File: src/rtl/refresh_scroller_if.sv
// Handshake and scroll-report bundle between the game-state FSM (master)
// and the refresh scroller (slave).
interface refresh_scroller_if;
  logic [2:0]  outstate;
  logic [9:0]  doodle_y;
  logic        refresh_en;
  logic        trigger;
  logic        scroll_valid;
  logic [5:0]  scroll_dy;
  logic [15:0] scroll_total;

  modport master (
    output outstate, doodle_y,
    input  refresh_en, trigger, scroll_valid, scroll_dy, scroll_total
  );

  modport slave (
    input  outstate, doodle_y,
    output refresh_en, trigger, scroll_valid, scroll_dy, scroll_total
  );
endinterface

File: src/rtl/refresh_scroller.sv
// Refresh scroller: requests a world scroll when the doodle climbs above the
// scroll line, then scrolls one step per frame until the doodle sits at
// TARGET_Y, acknowledging completion to the game-state FSM.
module refresh_scroller #(
  parameter logic [9:0] SCROLL_LINE = 10'd160,
  parameter logic [9:0] TARGET_Y    = 10'd400,
  parameter logic [5:0] SCROLL_STEP = 6'd4
) (
  input  logic                Clock,
  input  logic                Reset_n,
  input  logic                frame_clk,
  refresh_scroller_if.slave   bus
);

  localparam logic [2:0] OS_LOADING = 3'b001;
  localparam logic [2:0] OS_GAME    = 3'b010;
  localparam logic [2:0] OS_REFRESH = 3'b100;

  typedef enum logic [1:0] {IDLE, REQUEST, SCROLL, DONE} state_t;

  state_t      state;
  logic [9:0]  remaining;
  logic        frame_meta;
  logic        frame_sync;
  logic        frame_prev;
  logic        frame_tick;
  logic [5:0]  step;
  logic [16:0] total_sum;
  logic [15:0] total_sat;

  // Bring frame_clk into the Clock domain and turn its rising edge into a
  // registered one-cycle tick.
  always_ff @(posedge Clock or negedge Reset_n) begin
    if (!Reset_n) begin
      frame_meta <= 1'b0;
      frame_sync <= 1'b0;
      frame_prev <= 1'b0;
      frame_tick <= 1'b0;
    end else begin
      frame_meta <= frame_clk;
      frame_sync <= frame_meta;
      frame_prev <= frame_sync;
      frame_tick <= frame_sync & ~frame_prev;
    end
  end

  // Step size for this frame (last step may be partial) and the saturated
  // running total it would produce.
  always_comb begin
    step = SCROLL_STEP;
    if (remaining < {4'd0, SCROLL_STEP}) begin
      step = remaining[5:0];
    end
    total_sum = {1'b0, bus.scroll_total} + {11'd0, step};
    total_sat = total_sum[16] ? 16'hFFFF : total_sum[15:0];
  end

  // Handshake FSM with registered outputs; the new-game clear of
  // scroll_total is written last so it overrides any accumulate.
  always_ff @(posedge Clock or negedge Reset_n) begin
    if (!Reset_n) begin
      state            <= IDLE;
      remaining        <= 10'd0;
      bus.refresh_en   <= 1'b0;
      bus.trigger      <= 1'b0;
      bus.scroll_valid <= 1'b0;
      bus.scroll_dy    <= 6'd0;
      bus.scroll_total <= 16'd0;
    end else begin
      bus.scroll_valid <= 1'b0;
      case (state)
        IDLE: begin
          bus.refresh_en <= 1'b0;
          bus.trigger    <= 1'b0;
          if (bus.outstate == OS_GAME && bus.doodle_y < SCROLL_LINE) begin
            remaining      <= TARGET_Y - bus.doodle_y;
            state          <= REQUEST;
            bus.refresh_en <= 1'b1;
          end
        end
        REQUEST: begin
          if (bus.outstate == OS_REFRESH) begin
            state          <= SCROLL;
            bus.refresh_en <= 1'b0;
          end else if (bus.outstate != OS_GAME) begin
            state          <= IDLE;
            remaining      <= 10'd0;
            bus.refresh_en <= 1'b0;
          end
        end
        SCROLL: begin
          bus.refresh_en <= 1'b0;
          if (bus.outstate != OS_REFRESH) begin
            // FSM left Refreshing early: abort without acknowledging.
            state     <= IDLE;
            remaining <= 10'd0;
          end else if (remaining == 10'd0) begin
            state       <= DONE;
            bus.trigger <= 1'b1;
          end else if (frame_tick) begin
            bus.scroll_valid <= 1'b1;
            bus.scroll_dy    <= step;
            bus.scroll_total <= total_sat;
            remaining        <= remaining - {4'd0, step};
            if (remaining == {4'd0, step}) begin
              state       <= DONE;
              bus.trigger <= 1'b1;
            end
          end
        end
        DONE: begin
          remaining <= 10'd0;
          if (bus.outstate != OS_REFRESH) begin
            state       <= IDLE;
            bus.trigger <= 1'b0;
          end else begin
            bus.trigger <= 1'b1;
          end
        end
        default: begin
          state     <= IDLE;
          remaining <= 10'd0;
        end
      endcase
      if (bus.outstate == OS_LOADING) begin
        bus.scroll_total <= 16'd0;
      end
    end
  end

endmodule

File: src/flat_wrapper.sv
// flat-port wrapper written by rule: the top's interface ports become plain ports
module refresh_scroller_flat 
#(
  parameter logic [9:0] SCROLL_LINE = 10'd160,
  parameter logic [9:0] TARGET_Y    = 10'd400,
  parameter logic [5:0] SCROLL_STEP = 6'd4
)
  (Clock, Reset_n, frame_clk, bus_outstate, bus_doodle_y, bus_refresh_en, bus_trigger, bus_scroll_valid, bus_scroll_dy, bus_scroll_total);
  refresh_scroller_if bus_i ();
  input  logic Clock;
  input  logic Reset_n;
  input  logic frame_clk;
  input wire logic [$bits(bus_i.outstate)-1:0] bus_outstate;
  input wire logic [$bits(bus_i.doodle_y)-1:0] bus_doodle_y;
  output wire logic [$bits(bus_i.refresh_en)-1:0] bus_refresh_en;
  output wire logic [$bits(bus_i.trigger)-1:0] bus_trigger;
  output wire logic [$bits(bus_i.scroll_valid)-1:0] bus_scroll_valid;
  output wire logic [$bits(bus_i.scroll_dy)-1:0] bus_scroll_dy;
  output wire logic [$bits(bus_i.scroll_total)-1:0] bus_scroll_total;
  assign bus_i.outstate = bus_outstate;
  assign bus_i.doodle_y = bus_doodle_y;
  assign bus_refresh_en = bus_i.refresh_en;
  assign bus_trigger = bus_i.trigger;
  assign bus_scroll_valid = bus_i.scroll_valid;
  assign bus_scroll_dy = bus_i.scroll_dy;
  assign bus_scroll_total = bus_i.scroll_total;
  refresh_scroller #(.SCROLL_LINE(SCROLL_LINE), .TARGET_Y(TARGET_Y), .SCROLL_STEP(SCROLL_STEP)) u_core (.Clock(Clock), .Reset_n(Reset_n), .frame_clk(frame_clk), .bus(bus_i));
endmodule
File: config.mk
export PLATFORM = sky130hd
export DESIGN_NAME = refresh_scroller_flat
export DESIGN_NICKNAME = d
export VERILOG_FILES = /design/src/rtl/refresh_scroller_if.sv /design/src/rtl/refresh_scroller.sv /design/src/flat_wrapper.sv
export SDC_FILE = /design/constraint.sdc
export NUM_CORES = 1
export LEC_CHECK = 0
export BUFFER_PORTS_ARGS = -buffer_cell sky130_fd_sc_hd__buf_2
export CAP_MARGIN = 0
export CORE_MARGIN = 5
export CORE_UTILIZATION = 30
export DETAILED_ROUTE_END_ITERATION = 16
export PLACE_DENSITY_LB_ADDON = 0.3
export SYNTH_ARGS = -nofsm -noshare
export SYNTH_HDL_FRONTEND = slang
export SYNTH_SLANG_ARGS = --single-unit
export TNS_END_PERCENT = 30
File: constraint.sdc
create_clock -name Clock -period 2.9 [get_ports Clock]
set_input_delay 0.58 -clock Clock [delete_from_list [all_inputs] [get_ports Clock]]
set_output_delay 0.58 -clock Clock [all_outputs]
set_load 0.005 [all_outputs]
== After elaboration in Yosys (flattened, before gate mapping) ==
Cells that the tools add are included.

* $add $sub $neg: 3
* $lt $le $gt $ge: 2
* Equal/unequal tests: 23
* Mux-type cells: 37
* Bitwise gates (word level): 4
* Reduce and logical (&&, ||, !) cells: 13

{| class="wikitable"
|+ Operators with widths
! operator !! count
|-
| two-way mux 16 bit || 6
|-
| two-way mux 10 bit || 6
|-
| case mux 10 bit (4 select lines) || 1
|-
| adder 16 x 6 -> 17 bit || 1
|-
| two-way mux 2 bit || 8
|-
| two-way mux 1 bit || 12
|-
| inequality test 3 x 1 -> 1 bit, second input constant || 4
|-
| AND reduction 4 bit || 3
|-
| == test 10 x 6 -> 1 bit || 1
|-
| zero test 10 bit || 1
|-
| less-than comparator 10 x 3 -> 1 bit, second input constant || 1
|-
| less-than comparator 10 x 8 -> 1 bit, second input constant || 1
|-
| AND reduction 5 bit || 2
|-
| subtractor 10 x 6 -> 10 bit || 1
|-
| subtractor 9 x 10 -> 10 bit, first input constant || 1
|-
| inequality test 2 bit, second input constant || 4
|-
| inequality test 4 x 1 -> 1 bit, second input constant || 2
|-
| case mux 2 bit (4 select lines) || 1
|-
| two-way mux 6 bit || 1
|-
| inequality test 2 x 1 -> 1 bit, second input constant || 3
|-
| inequality test 3 x 2 -> 1 bit, second input constant || 2
|-
| case mux 1 bit (3 select lines) || 2
|-
| nonzero test 3 bit || 2
|-
| == test 2 bit, second input constant || 2
|-
| 11 further kinds || 14
|}

* Register bits: 41
* Input bits: 16
* Output and inout bits: 25
* Logic and storage cells: 93

== Logic depth before layout (Yosys ltp) ==
Gate-level depths: netlist of run 1.

* Depth after elaboration: 9
* Depth in mapped cells: 11
* Gate-level depth less buffers: 10

== Least setup slack after synthesis of run 1 ==
Ideal clock, no wire load.

* Kind: register -> register
* From: reg u_core.remaining[3]
* To: reg u_core.bus.scroll_total[14]
* Library setup time: 0.096 ns
* Arrival: 2.671 ns
* Data required time: 2.804 ns
* Slack: 0.133 ns
* Cell stages (with the launch flop): 11
* Path buffers: 1
* Clock period less this slack: 2.767 ns
* Cell sequence: dfrtp_1 > nor4_1 > and3_1 > ha_1 > fa_1 > a211oi_1 > o21ai_0 > and4b_1 > buf_6 > a21oi_1 > a311oi_2

* Longest elaborated chain between the ends: 9
* Elaborated cells on any way between the ends: 12
* Those cells by class: add/sub: 1; order compare: 1; eq/ne: 1; mux: 7; reduce/logical: 2

{| class="wikitable"
|+ Ends and longest elaborated chain
! what !! line !! source
|-
| start: declaration || refresh_scroller.sv:22 || <nowiki>logic [9:0] remaining;</nowiki>
|-
| start signal: assignment || refresh_scroller.sv:76 || <nowiki>remaining <= TARGET_Y - bus.doodle_y;</nowiki>
|-
| start signal: assignment || refresh_scroller.sv:104 || <nowiki>remaining <= remaining - {4'd0, step};</nowiki>
|-
| less-than comparator 10 x 3 -> 1 bit || refresh_scroller.sv:51 || <nowiki>if (remaining < {4'd0, SCROLL_STEP}) begin</nowiki>
|-
| two-way mux 6 bit || refresh_scroller.sv:51 ||
|-
| named net u_core.step[0] || refresh_scroller.sv:27 || <nowiki>logic [5:0] step;</nowiki>
|-
| adder 16 x 6 -> 17 bit || refresh_scroller.sv:54 || <nowiki>total_sum = {1'b0, bus.scroll_total} + {11'd0, step};</nowiki>
|-
| two-way mux 16 bit || refresh_scroller.sv:55 || <nowiki>total_sat = total_sum[16] ? 16'hFFFF : total_sum[15:0];</nowiki>
|-
| two-way mux 16 bit || refresh_scroller.sv:100 || <nowiki>end else if (frame_tick) begin</nowiki>
|-
| two-way mux 16 bit || refresh_scroller.sv:97 || <nowiki>end else if (remaining == 10'd0) begin</nowiki>
|-
| two-way mux 16 bit || refresh_scroller.sv:93 || <nowiki>if (bus.outstate != OS_REFRESH) begin</nowiki>
|-
| two-way mux 16 bit || refresh_scroller.sv:71 || <nowiki>case (state)</nowiki>
|-
| two-way mux 16 bit || refresh_scroller.sv:125 || <nowiki>if (bus.outstate == OS_LOADING) begin</nowiki>
|-
| end signal: assignment || refresh_scroller.sv:103 || <nowiki>bus.scroll_total <= total_sat;</nowiki>
|-
| end: declaration || refresh_scroller_if.sv:19 || <nowiki>output refresh_en, trigger, scroll_valid, scroll_dy, scroll_total</nowiki>
|}

The timed path passes the listed nets, and every way through them passes these cells. The select of a mux whose other input is x is not followed.
A chain may end at the register's enable or synchronous reset.

== Worst setup path after layout of run 1 ==
* From: reg u_core.remaining[3]
* To: reg u_core.bus.scroll_total[11]

The elaborated chain is that of the path after synthesis.

==> impl_metrics.json, run 1 <==
{
  "status": "finished clean",
  "power_density_nw_per_um2": 668.0,
  "overflow": 0,
  "synthSimpleGateAreaFrac_pct": 20.07,
  "cts_root_buf": "clkbuf_8",
  "top_layer": "met4",
  "crit_start": "u_core.remaining[3]",
  "finalSetupViolCount": 0,
  "maxCapViolCount": 0,
  "worst_r2r_endpoint": "u_core.bus.scroll_total[11]",
  "cp-endpoint": "u_core.bus.scroll_total[11]",
  "irDropWorstVdd_mv": 0.2499,
  "yosysMostFrequentCell": "dfrtp_1",
  "synth_cell_types": 64,
  "dp_hpwl_um": 5020,
  "start_util_pct": 30.82,
  "start_kind": "register",
  "synth_async_sr_flop_share_pct": 100.0,
  "worstMarginPinSlew_ps": 1206,
  "synth_top_cell_by_area": "dfrtp_1",
  "yosys-top-cells-count": "dfrtp_1 (41), a21oi_1 (21), nor2_1 (18)",
  "first_global_vias": 2347,
  "seq_area_um2": 1026,
  "syn_area_per_cell_um2": 9.173,
  "die_h_um": 104.7,
  "min_from": "u_core.frame_meta",
  "area_growth_pct": 18.67,
  "path_clk_slew_ps": 90,
  "slew_headroom_pct": 19.63,
  "n_fill_cell": 898,
  "multi_input_area_um2": 1573,
  "r2r_setup_slack_ps": 160,
  "finalMaxSlewViolations": 0,
  "fin_cells": 452,
  "drtIter0Drc": 137,
  "fmax_ghz": 0.3653,
  "final_util_pct": 36.57,
  "grt_use_total_pct": 12.10,
  "grt_antenna_before_repair": 0,
  "drt.antenna.violating_nets": 0,
  "skew_ps": 9.287,
  "fin_area_um2": 3189,
  "synth_warnings": 0,
  "grt_pass1_wl_um": 11190,
  "hold-worst-slack_ps": 349.8,
  "met1_length_um": 3009,
  "wl_per_cell_um": 14.51,
  "dr_wl_met3_um": 434,
  "finalCritPeriodShare_pct": 94.40,
  "row_count": 34,
  "core_um2": 8721,
  "htree_num_levels": 2,
  "gp_congestion": 0.8450,
  "cts_buffers": 5,
  "synth_top_cells_by_area": "dfrtp_1 (38%), ha_1 (6.5%), a21oi_1 (3.9%), xnor2_1 (3.3%), o21ai_0 (3.0%)",
  "place_inst": 442,
  "wl_met2_um": 3080,
  "cts.sinks": 41,
  "synth-adder-area-share_pct": 7.635,
  "required_ps": 3100,
  "final_hold_viol_count": 0,
  "port_buffers": 40,
  "dr.pass1.iters": 4,
  "yosysSeqAreaShare_pct": 38.18,
  "cts_tree": "done",
  "reg2regPathDepth": 9,
  "syn-instance-count": 293,
  "synth_top_family_by_area": "compound AO/OA/AOI/OAI gates",
  "die_area_um2": 10950,
  "boundaryPins": 41,
  "synth_top_area_share_pct": 38.18,
  "drive_gt1_share_pct": 22.09,
  "period_needed_ps": 2738,
  "clk_latency_ps": 300,
  "end_kind": "register",
  "ys_seq_elements": 41,
  "synth_ff_type": "dfrtp_1",
  "synth_compound_area_share_pct": 25.09,
  "hp-class": "reg -> reg",
  "nets": 374,
  "synthXorXnorAreaFrac_pct": 4.236,
  "cp.arrival_ps": 2940,
  "totalWireLength_um": 6559,
  "synthMuxAreaShare_pct": 0.3724,
  "worstReg2RegStart": "u_core.remaining[3]",
  "clock_path_buffers": 2,
  "grt_max_degree": 42,
  "diodes": 0,
  "path_max_fanout": 7,
  "fp.dieW_um": 104.7,
  "synth_edf_count": 0,
  "crit_type": "reg -> reg",
  "avgViaCountPerCell": 5.365,
  "placed_cell_area_um2": 3043,
  "synth_area_um2": 2688,
  "tns_ps": 0,
  "vias": 2425,
  "power.leakage_nw": 1.476,
  "drc": 0
}
-- kinds of logic after synthesis --
family	after synthesis
AOI/OAI and AO/OA	103
xor gates and xnor gates	13
adders and majority gates	16
buffers and inverters	23
DFF	41
muxes	1
other	2
and+or+nand+nor	94
-- repair_timing --
action / 4_1_cts / 5_1_grt
hold buffers: 0 / 0
setup endpoints to repair: 1 / 12
endpoints found under the hold margin: 0 / 0
pin swaps: 0 / 2
gates resized for setup: 1 / 3
setup buffers: 0 / 2
-- final cells by class --
class                           instances  area share, %
Sequential cell                        41          32.17
Inverter                               11          1.295
Multi-Input combinational cell        231          49.31
Clock inverter                          1         0.9415
Clock buffer                            7          2.707
Tap cell                              108          4.237
Timing Repair Buffer                   53          9.337
-- critical path: stages, from the launching register on --
cell      delay (ps)
dfrtp_1          440
or4_4            590
nor2_2           180
inv_2             70
ha_4             290
o211ai_1         100
o211ai_1         250
and4b_2          360
nand3_1          100
a32o_1           260
-- layer usage --
layer	track usage, %	vias up
met1	15.94	1154
met3	2.774	6
li1	-	1203
met2	19.91	62
met5	0	-
met4	3.470	0
-- report_power, final --
group	internal, mW	switching (mW)
registers	0.649	0.0972
clock network	0.281	0.209
logic	0.381	0.513
-- metrics by stage --
| step | power (mW) | setup WS [ps] |
|---|---|---|
| 4_1_cts | 2.128 | 13.58 |
| 5_1_grt | 2.281 | -10.89 |
| 6_report | 2.131 | 162.3 |
| 3_3_place_gp | 1.629 | 70.82 |
| 2_1_floorplan | 1.358 | 133.5 |
| 3_5_place_dp | 1.634 | -23.25 |
-- layout by cell type, fill, tap and decap left out, types with 3 or more instances in the layout --
master and instances:
inv_1 9, ha_1 13, nor2b_1 3, buf_4 13, nor2_1 18, clkbuf_8 6
xnor2_1 10, nor3_1 10, a22oi_1 5, and2_1 7, a21o_1 3, nand2_1 17
o21ai_1 15, buf_2 40, a31oi_1 12, o31ai_1 4, conb_1 4, nor4_1 4
nor3b_1 3, nand3_1 3, and4_1 3, a21oi_1 21, o21a_1 4, xor2_1 3
dfrtp_1 41, and3_1 6, o21ai_0 15, a22o_1 4
-- flip-flops by register name (all words and copies together), names as in the netlist --
| name | count |
|---|---|
| u_core.frame_sync | 1 |
| u_core.bus.scroll_dy | 6 |
| u_core.bus.scroll_total | 16 |
| u_core.bus.refresh_en | 1 |
| u_core.bus.trigger | 1 |
| u_core.frame_meta | 1 |
| u_core.bus.scroll_valid | 1 |
| u_core.state | 2 |
| u_core.frame_prev | 1 |
| u_core.remaining | 10 |
| u_core.frame_tick | 1 |
-- worst min-delay path by stage --
stage                       endpoint  cells after the start
2_1_floorplan  u_core.bus.refresh_en                      0
3_3_place_gp       u_core.frame_sync                      0
3_5_place_dp       u_core.frame_sync                      0
4_1_cts            u_core.frame_sync                      0
5_1_grt            u_core.frame_sync                      0
6_report           u_core.frame_sync                      0
(Power assumes the default switching activity.)
==> run 2, diff against run 1 <==
==> constraint.sdc (replaced) <==
create_clock -name Clock -period 2.7 [get_ports Clock]
set_input_delay 0.54 -clock Clock [delete_from_list [all_inputs] [get_ports Clock]]
set_output_delay 0.54 -clock Clock [all_outputs]
set_load 0.005 [all_outputs]
==> run 2 against run 1 <==
  * Worst hold slack better by 1.4 ps
  * Cell area up 4.3%
  * Highest routed layer unchanged
  * First-iteration DRC count down 26%
  * Non-clock buffer count up 12
==> impl_metrics.json, run 2 (synthesis gave the netlist of run 1 again) <==
{
  "combPwrFrac_pct": 46.5,
  "status": "finished clean",
  "rsz0062_at_grt": "true",
  "avgViaCountPerCell": 5.293,
  "seq_area_um2": 1026,
  "tns_ps": 0,
  "grt_pass1_wl_um": 11490,
  "htree_num_levels": 2,
  "skew_ps": 10.73,
  "gp_congestion": 0.8486,
  "area_growth_pct": 23.79,
  "top_register": "u_core.bus.scroll_total",
  "p_switching_mw": 0.9272,
  "grt_max_degree": 42,
  "vias": 2456,
  "diodes": 0,
  "boundaryPins": 41,
  "dr.pass1.iters": 5,
  "grt_antenna_before_repair": 0,
  "first_global_vias": 2368,
  "holdBufCountCts": 0,
  "hp-class": "in -> reg",
  "nets": 386,
  "mostFrequentLayoutCells": "dfrtp_1 (41), buf_2 (40), buf_4 (25), a21oi_1 (21), nor2_1 (18)",
  "path_max_fanout": 7,
  "overflow": 0,
  "totalWireLength_um": 6702,
  "fmax_ghz": 0.3889,
  "largest_reg_flops": 16,
  "n_fill_cell": 898,
  "drive_gt1_share_pct": 26.69,
  "clk_latency_ps": 300,
  "final_common_cell": "dfrtp_1",
  "worstMarginPinSlew_ps": 930.6,
  "clock_path_buffers": 2,
  "irDropWorstVdd_mv": 0.2949,
  "slew_headroom_pct": 37.96,
  "die_area_um2": 10950,
  "grt_use_total_pct": 12.28,
  "final_util_pct": 38.15,
  "maxCapViolCount": 0,
  "drc": 0,
  "drtIter0Drc": 101,
  "path_clk_slew_ps": 80,
  "finalMaxSlewViolations": 0,
  "finalCritPeriodShare_pct": 95.24,
  "die_h_um": 104.7,
  "cts_tree": "done",
  "swShare_pct": 37.98,
  "cp.arrival_ps": 2750,
  "fp.dieW_um": 104.7,
  "top_regs": "u_core.bus.scroll_total x16, u_core.remaining x10, u_core.bus.scroll_dy x6",
  "cts_root_buf": "clkbuf_8",
  "crit_type": "reg -> reg",
  "cts_buffers": 5,
  "port_buffers": 40,
  "cts.sinks": 41,
  "final_hold_viol_count": 0,
  "drt.antenna.violating_nets": 0,
  "core_um2": 8721,
  "start_kind": "register",
  "finalSetupViolCount": 0,
  "p_clk_share_pct": 21.5,
  "seqPwrFrac_pct": 32.0,
  "power.leakage_nw": 1.547,
  "power_density_nw_per_um2": 733.7,
  "end_kind": "register",
  "intPower_mw": 1.514,
  "period_needed_ps": 2571,
  "dp_hpwl_um": 5161,
  "multi_input_area_um2": 1617,
  "required_ps": 2880,
  "start_util_pct": 30.82,
  "row_count": 34,
  "wl_per_cell_um": 14.44
}
[run 2: power groups by stage]
stage | Clock, mW | Sequential (mW) | Combinational [mW]
after floorplan | 0 | 0.775 | 0.692
after global placement | 0 | 0.780 | 1.06
after detailed placement | 0 | 0.784 | 1.07
after CTS | 0.543 | 0.772 | 1.08
after global routing | 0.566 | 0.795 | 1.28
final | 0.524 | 0.781 | 1.14
[run 2: worst max-delay path, cell delays in order (launching register included)]
cell      delay [ps]
dfrtp_1          420
or4_4            580
nor2_4           110
inv_2             60
ha_4             270
o211ai_1          90
o211ai_1         220
and4b_2          350
nand3_1           90
a32o_1           260
[run 2: cell type report]
| class | instances | share of cell area [%] |
|---|---|---|
| timing repair buffer | 65 | 11.66 |
| multi-input combinational | 231 | 48.59 |
| clock buffer | 6 | 2.482 |
| inverter | 11 | 1.241 |
| tap | 108 | 4.062 |
| sequential | 41 | 30.84 |
| clock inverter | 2 | 1.128 |
[run 2: through the flow]
stage	hold slack (ps)	area, um^2	total power [mW]	setup WS, ps	cells
after floorplan	244.4	2701	1.467	29.12	295
after detailed placement	336.5	3139	1.856	13.38	454
after CTS	342.1	3261	2.392	11.70	462
after global placement	335.6	3139	1.844	82.36	454
after global routing	343.1	3327	2.637	4.998	464
final	351.2	3327	2.441	128.5	464
[run 2: what timing repair did]
item                       CTS  global route
setup endpoints to repair    2            14
hold endpoints to repair     0             0
resized for setup            1             9
pin swaps                    0             6
setup buffers                0             2
[run 2: final timing paths]
path	slack, ps	from	depth (start not counted)	end
max in group asynchronous	1740	Reset_n	1	u_core.bus.scroll_total[15]
setup / recovery	130	u_core.remaining[3]	9	u_core.bus.scroll_total[11]
setup reg to reg	130	u_core.remaining[3]	9	u_core.bus.scroll_total[11]
min in group asynchronous	370	Reset_n	1	u_core.bus.scroll_valid
hold reg to reg	350	u_core.frame_meta	0	u_core.frame_sync
hold / removal	350	frame_clk	1	u_core.frame_meta
[run 2: metal layers]
metal	track usage [%]	part of all wire [%]	vias to the layer above
met4	3.379	1.1	0
met1	16.78	48	1192
li1	-	-	1215
met2	19.64	46	42
met5	0	0	-
met3	2.713	4.1	7
==> run 3, diff against run 2 <==
--- a/config.mk
+++ b/config.mk
@@ -8,9 +8,10 @@
 export BUFFER_PORTS_ARGS = -buffer_cell sky130_fd_sc_hd__buf_2
 export CAP_MARGIN = 0
 export CORE_MARGIN = 5
-export CORE_UTILIZATION = 30
+export CORE_UTILIZATION = 57
 export DETAILED_ROUTE_END_ITERATION = 16
 export PLACE_DENSITY_LB_ADDON = 0.3
+export SLEW_MARGIN = 0
 export SYNTH_ARGS = -nofsm -noshare
 export SYNTH_HDL_FRONTEND = slang
 export SYNTH_SLANG_ARGS = --single-unit
==> run 3 against run 2 <==
  * Via count up 1.0%
  * Largest cell class unchanged
  * Non-clock buffer count decreased by 4
  * Sequential cell count is the same
  * Register-to-register slack hardly changed
==> impl_metrics.json, run 3 (synthesis gave the netlist of run 1 again) <==
{
  "cts.sinks": 41,
  "cpMostUsedCell": "buf_4",
  "fin_cells": 406,
  "end_kind": "register",
  "top_register": "u_core.bus.scroll_total",
  "slew_headroom_pct": 41.06,
  "largest_reg_flops": 16,
  "multi_input_area_um2": 1610,
  "area_growth_pct": 19.83,
  "combPwrFrac_pct": 44.6,
  "vias": 2481,
  "status": "finished clean",
  "row_count": 25,
  "boundaryPins": 41,
  "final_hold_viol_count": 0,
  "cp.arrival_ps": 2750,
  "power.leakage_nw": 1.525,
  "grt_use_total_pct": 21.71,
  "first_global_vias": 2346,
  "required_ps": 2870,
  "grt_max_degree": 42,
  "power_density_nw_per_um2": 737.4,
  "crit_path_cell_trace": "nor4_1 > buf_4 > and3_1 > ha_1 > fa_1 > a211oi_1 > o21ai_2 > buf_4 > and4_1 > nor4_2 > nor3_1",
  "seq_area_um2": 1027,
  "diodes": 0,
  "final_util_pct": 69.10,
  "finalCritPeriodShare_pct": 95.54,
  "clock_path_buffers": 2,
  "skew_ps": 8.184,
  "wl_per_cell_um": 15.23,
  "hp-class": "reg -> reg",
  "die_area_um2": 6188,
  "grt_antenna_before_repair": 0,
  "drive_gt1_share_pct": 25.28,
  "drc": 0,
  "n_fill_cell": 368,
  "p_switching_mw": 0.9009,
  "clk_latency_ps": 300,
  "totalWireLength_um": 6185,
  "maxCapViolCount": 0,
  "drtIter0Drc": 135,
  "hold-worst-slack_ps": 351.4,
  "start_util_pct": 57.66,
  "irDropWorstVdd_mv": 0.5174,
  "finalMaxSlewViolations": 0,
  "cts_buffers": 5,
  "power_mw": 2.375,
  "crit_type": "reg -> reg",
  "dp_hpwl_um": 4629,
  "cts_root_buf": "clkbuf_8",
  "finalSetupViolCount": 0,
  "fp.dieW_um": 78.67,
  "place_inst": 395,
  "core_um2": 4661,
  "nets": 382,
  "cts_tree": "done",
  "overflow": 0,
  "start_kind": "register",
  "busiest_layer": "met2",
  "mostFrequentLayoutCells": "buf_2 (40), dfrtp_1 (40), a21oi_1 (21), buf_4 (21), nor2_1 (18)",
  "seqPwrFrac_pct": 33.8,
  "fmax_ghz": 0.3877,
  "die_h_um": 78.67,
  "htree_num_levels": 2,
  "p_clk_share_pct": 21.6,
  "worstMarginPinSlew_ps": 884.2,
  "top_regs": "u_core.bus.scroll_total x16, u_core.remaining x10, u_core.bus.scroll_dy x6",
  "dr.pass1.iters": 7,
  "path_max_fanout": 5,
  "swShare_pct": 37.93,
  "avgViaCountPerCell": 6.111,
  "grt_pass1_wl_um": 10780,
  "intPower_mw": 1.474,
  "slowest_delay_ps": 410,
  "path_clk_slew_ps": 70,
  "cpMaxStageDelayCell": "dfrtp_1",
  "met1_usage_pct": 27.84,
  "grt_util_met2_pct": 36.16,
  "grtUsageMet3_pct": 4.358,
  "period_needed_ps": 2579,
  "drt.antenna.violating_nets": 0,
  "gp_congestion": 0.9122,
  "port_buffers": 40
}
-- run 3: cell count changes in the layout (fill, tap and decap cells not counted), sizes merged --
cell,before,now
clkbuf,6,7
buf,65,61
clkinvlp,1,0
-- run 3: repair_timing --
action                     4_1_cts  5_1_grt
setup buffers                    0        3
hold buffers                     0        0
resized for setup                0        9
setup endpoints to repair        0       14
-- run 3: area by class of cell --
cell class	count	share of cell area, %
Clock buffer	7	2.681
Clock inverter	1	0.9324
Inverter	11	1.282
Multi-Input combinational cell	231	50.00
Sequential cell	41	31.90
Tap cell	54	2.098
Timing Repair Buffer	61	11.11
-- run 3: metrics by stage --
stage / TNS, ps / setup WS, ps / area [um^2]
after floorplan: 0 / 29.12 / 2701
after global placement: 0 / 83.01 / 3034
after detailed placement: 0 / 38.22 / 3034
after CTS: 0 / 4.843 / 3151
after global routing: -34.64 / -23.07 / 3221
final: 0 / 120.5 / 3221
-- run 3: path summary, 6_finish.rpt --
check	from	end	slack (ps)	cells past startpoint
max reg2reg	u_core.remaining[8]	u_core.bus.scroll_total[10]	120	11
min reg2reg	u_core.frame_meta	u_core.frame_sync	350	0
max in group asynchronous	Reset_n	u_core.remaining[7]	1720	1
min	u_core.frame_meta	u_core.frame_sync	350	0
min in group asynchronous	Reset_n	u_core.bus.scroll_total[9]	360	1
max	u_core.remaining[8]	u_core.bus.scroll_total[10]	120	11
-- run 3: routing by layer --
metal,vias to the layer above,wire length [um]
li1,1210,-
met1,1183,2696
met2,72,3013
met3,16,332
met4,0,142
met5,-,0
-- run 3: worst max-delay path: cells and delay by family, from the launching register on --
kind / cells / cell delay, ps
simple gates: 5 / 740
fa+ha+maj: 2 / 600
compound gates: 2 / 420
flops: 1 / 410
buf+inv: 2 / 280
-- run 3: power by group through the flow --
stage               Combinational [mW]  Clock, mW  Sequential (mW)
finish                            1.06      0.514            0.802
global route                      1.18      0.560            0.819
CTS                              0.996      0.525            0.789
detailed placement               0.992          0            0.803
global placement                 0.973          0            0.796
floorplan                        0.692          0            0.775
